File: config.mk
export PLATFORM = sky130hd
export DESIGN_NAME = pc_fetch
export DESIGN_NICKNAME = d
export VERILOG_FILES = /design/src/rtl/pc_fetch.sv
export SDC_FILE = /design/constraint.sdc
export NUM_CORES = 1
export LEC_CHECK = 0
export ABC_CLOCK_PERIOD_IN_PS = 17540
export CORE_UTILIZATION = 25
export CTS_CLUSTER_DIAMETER = 80
export CTS_CLUSTER_SIZE = 16
export DETAILED_ROUTE_END_ITERATION = 8
export GPL_TIMING_DRIVEN = 0
export SETUP_SLACK_MARGIN = 0.1
export SKIP_CTS_REPAIR_TIMING = 1
export SYNTH_ARGS = -nofsm -noshare
export SYNTH_HDL_FRONTEND = slang
export SYNTH_SLANG_ARGS = --single-unit
File: constraint.sdc
create_clock -name i_clk -period 17.54 [get_ports i_clk]
set_clock_uncertainty 0.05 [all_clocks]
set_input_delay 3.508 -clock i_clk [delete_from_list [all_inputs] [get_ports i_clk]]
set_output_delay 3.508 -clock i_clk [all_outputs]
set_load 0.1 [all_outputs]
File: src/rtl/pc_fetch.sv
// Program counter and next-PC generation for the single-cycle core.
// State advances on the falling clock edge, in lockstep with imem.
module pc_fetch #(
    parameter logic [31:0] RESET_PC   = 32'h0000_0000,
    parameter int unsigned IMEM_WORDS = 64
) (
    input  logic        i_clk,
    input  logic        i_rstn,
    input  logic        i_stall,
    input  logic        i_branch_taken,
    input  logic [31:0] i_branch_offset,
    input  logic        i_jump,
    input  logic [25:0] i_jump_index,
    input  logic        i_jr,
    input  logic [31:0] i_jr_target,
    input  logic        i_halt_req,
    output logic [31:0] o_pc,
    output logic [31:0] o_pc_plus4,
    output logic [31:0] o_pc_next,
    output logic        o_halted,
    output logic        o_addr_err,
    output logic [31:0] o_instret
);

    typedef enum logic {
        S_RUN  = 1'b0,
        S_HALT = 1'b1
    } state_t;

    // First byte address past the end of instruction memory.
    localparam logic [31:0] LIMIT = 32'(IMEM_WORDS * 4);

    state_t      r_state;
    state_t      w_state_nxt;
    logic [31:0] r_pc;
    logic [31:0] r_instret;
    logic        r_addr_err;

    logic [31:0] w_pc_plus4;
    logic [31:0] w_jump_tgt;
    logic [31:0] w_br_tgt;
    logic [31:0] w_cand;
    logic        w_eval;
    logic        w_fault;
    logic        w_retire;
    logic [31:0] w_pc_next;

    assign w_pc_plus4 = r_pc + 32'd4;
    assign w_jump_tgt = {w_pc_plus4[31:28], i_jump_index, 2'b00};
    assign w_br_tgt   = w_pc_plus4 + (i_branch_offset << 2);

    // Candidate target selection: jr > jump > branch > sequential.
    always_comb begin
        w_cand = w_pc_plus4;
        if (i_jr)
            w_cand = i_jr_target;
        else if (i_jump)
            w_cand = w_jump_tgt;
        else if (i_branch_taken)
            w_cand = w_br_tgt;
    end

    // Fault only matters when this cycle would actually move the PC.
    always_comb begin
        w_eval   = (r_state == S_RUN) && !i_stall && !i_halt_req;
        w_fault  = w_eval &&
                   ((w_cand[1:0] != 2'b00) || (w_cand >= LIMIT));
        w_retire = w_eval && !w_fault;
    end

    // Next-PC mux; a faulting address never reaches memory.
    always_comb begin
        w_pc_next = r_pc;
        if (!i_rstn)
            w_pc_next = RESET_PC;
        else if (w_retire)
            w_pc_next = w_cand;
    end

    // Next-state logic: halt request or fault freezes the core.
    always_comb begin
        w_state_nxt = r_state;
        unique case (r_state)
            S_RUN: begin
                if (i_halt_req || w_fault)
                    w_state_nxt = S_HALT;
            end
            S_HALT: w_state_nxt = S_HALT;
            default: w_state_nxt = S_RUN;
        endcase
    end

    // FSM state register.
    always_ff @(negedge i_clk or negedge i_rstn) begin
        if (!i_rstn)
            r_state <= S_RUN;
        else
            r_state <= w_state_nxt;
    end

    // PC register; holds whenever pc_next selects the current PC.
    always_ff @(negedge i_clk or negedge i_rstn) begin
        if (!i_rstn)
            r_pc <= RESET_PC;
        else
            r_pc <= w_pc_next;
    end

    // Retired-instruction counter, wraps naturally.
    always_ff @(negedge i_clk or negedge i_rstn) begin
        if (!i_rstn)
            r_instret <= 32'd0;
        else if (w_retire)
            r_instret <= r_instret + 32'd1;
    end

    // Sticky address-fault flag.
    always_ff @(negedge i_clk or negedge i_rstn) begin
        if (!i_rstn)
            r_addr_err <= 1'b0;
        else if (w_fault)
            r_addr_err <= 1'b1;
    end

    assign o_pc       = r_pc;
    assign o_pc_plus4 = w_pc_plus4;
    assign o_pc_next  = w_pc_next;
    assign o_halted   = (r_state == S_HALT);
    assign o_addr_err = r_addr_err;
    assign o_instret  = r_instret;

endmodule
# [Yosys cells after proc, flatten, opt, wreduce, memory -nomap -nowiden]
# Index checks and enable logic that the tools add are counted.
[totals] regBits=66 out_inout_bits=130 word_cells=26
[classes] add_sub_neg=3 magnitude_cmp=1 n_mux=7 bitwise_logic=1 n_reduce_logical=10
[op_table] op="$mux 32" n=5
[op_table] op="$add 32x1->32 const B" n=1
[op_table] op="$add 32x3->32 const B" n=1
[op_table] op="$add 32x32->32" n=1
[op_table] op="$ge 32x9->1 const B" n=1
[op_table] op="$logic_and 1x1->1" n=4
[op_table] op="$logic_not 1->1" n=3
[op_table] op="$logic_or 1x1->1" n=2
[op_table] op="$pmux 1 s2" n=1
[op_table] op="$reduce_bool 2->1" n=1
[op_table] op="$mux 1" n=1
[op_table] op="$not 1->1" n=1

# [Longest topological paths before layout]
# Gate-level depths: netlist of run 1.
[logic_depth] ltp_word=12 ltp_mapped=22

==> results.md, run 1 <==
* Total Wirelength at about 28 mm
* RR Startpoint: o_pc[10]
* Bufs on Longest Clock Path at 2
* Root buffer cell: clkbuf_16
* Dominant cell by count in the synthesized netlist: nand2_1
* Setup CP Type: reg2out
* Slew headroom at around a quarter
* Die Y at around 160 um
* H-tree Lvls at 3
* Detail Route Antenna Nets at 0
* Max cap viols at 0
* Worst slew pin tran at 1.10 ns
* Die Width at approximately 160 um
* Synth top area share at between 20% and 30%
* Clock Sink Count at between 60 and 70
* Top FF cell, synth: dfrtn_1
* Clock power share at 41.5%
* Grt total ovfl at 0
* CTS tree: yes
* First-pass iteration count of the detailed router at 4
* Reg clk slew, reported paths at 0.04 ns
* Failing checks: negative setup slack
* Internal Power at 0.288 mW
* Fin util at 45.6%
* Clock latency on the worst-skew pair at 0.34 ns
* Worst setup SP type: flip-flop
* Synth top area cells: dfrtn_1 26%, ha_1 6.6%, xor2_1 6.0%
* LEAKAGE at 4.85 nW
* Required time of the critical path at approximately 14 ns
* Finish-stage setup viols at 32
* Routed wire per std cell at about 20 um
* Reg2Reg Depth at 23
* Synth-to-layout area growth at 77.9%
* Via count at 7327
* Met2 Resource Use GR at 35.0%
* RR Endpoint: o_instret[1]
* Commonest cells post-synth: 76 x nand2_1, 66 x dfrtn_1, 46 x a21oi_1, 46 x and3_1, 45 x nor2_1
* Net Sw Frac at 28.3%
* Cell taking the most area after synthesis: dfrtn_1
* Min-Delay Path Class: reg2reg
* Synthesized flop and latch total at 66
* N_diodes at 0
* Share of layout cells above drive strength 1 at 27.0%
* Max Fanout on Critical Path at 10
* Pin count of the biggest net entering global routing at 72
* Global Route Usage Sum at 20.8%
* Syn nets at 909
* Reg area at 1650 sq um
* First-pass GRT wire length at 41.1 mm
* HPWL after DPL at 22.0 mm
* # rows at between 50 and 60
* Number of DRC markers in iteration 0 at 423
* Ys Warns at 0
* Flop pwr share at 38.2%
* Synthesized cell area at 6270 sq um
* Area of the multi-input gates at around 5400 sq um
* Hold Path Cell Cnt at 1
* Final number of hold-violating endpoints at 0
* Crit path DAT at between 10 and 15 ns
* TritonCTS Buffers at 9
* Number of instances in the placed design at 1325
* Reg2reg setup slack at approximately 12 ns
* Unique masters post-synth at 80
* # fillers at 2368
* Hold path start: o_addr_err
* Die area at around 26000 sq um
* Met1 track demand over resource at roughly a quarter
* # DRC at 0
* Top-Level Pins at 227
* Post-synthesis sequential area ratio at 26.3%
* Vias per inst at 5.19
* GR peak layer: met2
* Post-synthesis area per instance at 8.06 sq um
* RSZ-0062 raised after global routing: true
* Worst Hold Path EP: o_addr_err
* Max-slew violations at 0
* Crit. End Element: output pin
* Synth async-reset ratio at 100%
* Post-synth EDFFs at 0
* RD Place Congestion at between 1 and 1.5
* Sw Pwr at ~0.11 mW
* Core area at 24500 sq um
* Power per cell area at 36.0 nW/um^2
* Initial Util at 25.6%
* Peak VDD IR at 0.0000574 V
* M3 GR Usage at 5.19%
* Gate power share at about a fifth
* Final Instance Count excl. Fillers at 1412
* Final WS setup at -0.345 ns
* Vias in the first global route at 7061
* Status: complete, but fails checks
* Mapped Cells at 778
* IO Port Bufs at 222
* Initial antenna violation count at 0
* Fin nets at 1214
-- kinds of logic after synthesis --
| family | Yosys count | synth area share [%] |
|---|---|---|
| multiplexers | 14 | 2.27 |
| AND/OR/NAND/NOR | 333 | 29.5 |
| XOR/XNOR | 72 | 10.1 |
| AO/OA/AOI/OAI | 191 | 20.4 |
| adder cells (fa/ha/maj) | 34 | 6.90 |
| buffers and inverters | 68 | 4.53 |
| flip-flops | 66 | 26.3 |
-- cell type report --
type                            instances  share of cell area (%)
Clock buffer                            9                    2.02
Timing Repair Buffer                  300                    27.8
Clock inverter                          7                   0.482
Multi-Input combinational cell        645                    48.5
Inverter                               21                   0.706
Buffer                                 40                    2.05
Tap cell                              324                    3.63
Sequential cell                        66                    14.8
-- registers in the layout (all words and copies together) (netlist names) --
| register | count |
|---|---|
| o_halted | 1 |
| o_pc | 32 |
| o_instret | 32 |
| o_addr_err | 1 |
-- critical path, cell delays in order, from the launching register on --
cell and delay (ns):
dfrtn_1 0.58, buf_6 0.16, nand4_4 0.15, nor4_4 0.23
buf_4 0.18, nand3_2 0.12, xnor2_4 0.24, ha_4 0.24
buf_2 0.17, a211o_1 0.30, a21oi_2 0.19, o221ai_2 0.18
a221oi_2 0.27, nand4_1 0.17, nor4_4 0.34, o2111ai_4 0.21
or3_4 0.43, or2_1 0.25, buf_6 0.14, buf_8 0.13
mux2i_2 0.16, nor2b_4 0.18, buf_12 0.19
-- stage by stage --
stage	hold slack [ns]	setup slack, ns	TNS [ns]	power (mW)	instance area (sq um)
after global routing	0.414	-0.513	-14.23	0.420	11200
after detailed placement	0.386	-1.98	-60.21	0.230	9430
after global placement	0.385	-1.95	-57.82	0.230	9400
final	0.395	-0.345	-8.92	0.402	11200
after floorplan	0.860	-0.972	-24.78	0.190	6770
after CTS	0.391	-2.37	-72.57	0.399	9710
-- layer usage --
metal	up-vias	share of wire, %
met5	-	0
met4	0	1.7
met3	30	8.5
met2	254	48
met1	3533	42
li1	3510	-
-- worst max path at each step --
stage          startpoint            end  slack, ns  cells after the start
3_5_place_dp     o_pc[13]  o_pc_next[15]      -1.98                     19
6_report         o_pc[10]   o_pc_next[7]      -0.34                     22
4_1_cts          o_pc[13]  o_pc_next[15]      -2.37                     19
3_3_place_gp      o_pc[8]  o_pc_next[18]      -1.95                     19
5_1_grt          o_pc[10]   o_pc_next[5]      -0.51                     20
2_1_floorplan     o_pc[2]   o_pc_next[4]      -0.97                     19
-- power by group through the flow --
stage | Sequential (mW) | Clock (mW) | Combinational (mW)
floorplan | 0.157 | 0 | 0.0331
global placement | 0.156 | 0 | 0.0737
detailed placement | 0.156 | 0 | 0.0738
CTS | 0.153 | 0.171 | 0.0745
global route | 0.153 | 0.179 | 0.0877
finish | 0.153 | 0.167 | 0.0814
-- cells in the final DEF (no fill, tap or decap), drive strengths merged, types with 6 or more instances in the layout --
| cell | count |
|---|---|
| xor2 | 43 |
| clkdlybuf4s50 | 189 |
| nand3 | 38 |
| a21o | 17 |
| and2 | 6 |
| o211ai | 9 |
| nand2b | 9 |
| mux2i | 12 |
| a211oi | 6 |
| a21oi | 46 |
| and4 | 6 |
| clkbuf | 31 |
| inv | 22 |
| nor4 | 21 |
| nand2 | 76 |
| ha | 33 |
| o21ai | 42 |
| nor2 | 45 |
| xnor2 | 29 |
| nor2b | 9 |
| nor3 | 24 |
| dfrtn | 66 |
| o21a | 10 |
| buf | 129 |
| and3 | 46 |
| or3 | 6 |
| nand4 | 28 |
| o221ai | 10 |
Note: power is estimated with default switching activity, not from simulation.
==> run 2, diff against run 1 <==
--- a/config.mk
+++ b/config.mk
@@ -8,7 +8,6 @@
 export ABC_CLOCK_PERIOD_IN_PS = 17540
 export CORE_UTILIZATION = 25
 export CTS_CLUSTER_DIAMETER = 80
-export CTS_CLUSTER_SIZE = 16
 export DETAILED_ROUTE_END_ITERATION = 8
 export GPL_TIMING_DRIVEN = 0
 export SETUP_SLACK_MARGIN = 0.1
==> results of run 2 <==
Final layout, timing and power as in run 1 (identical DEF).
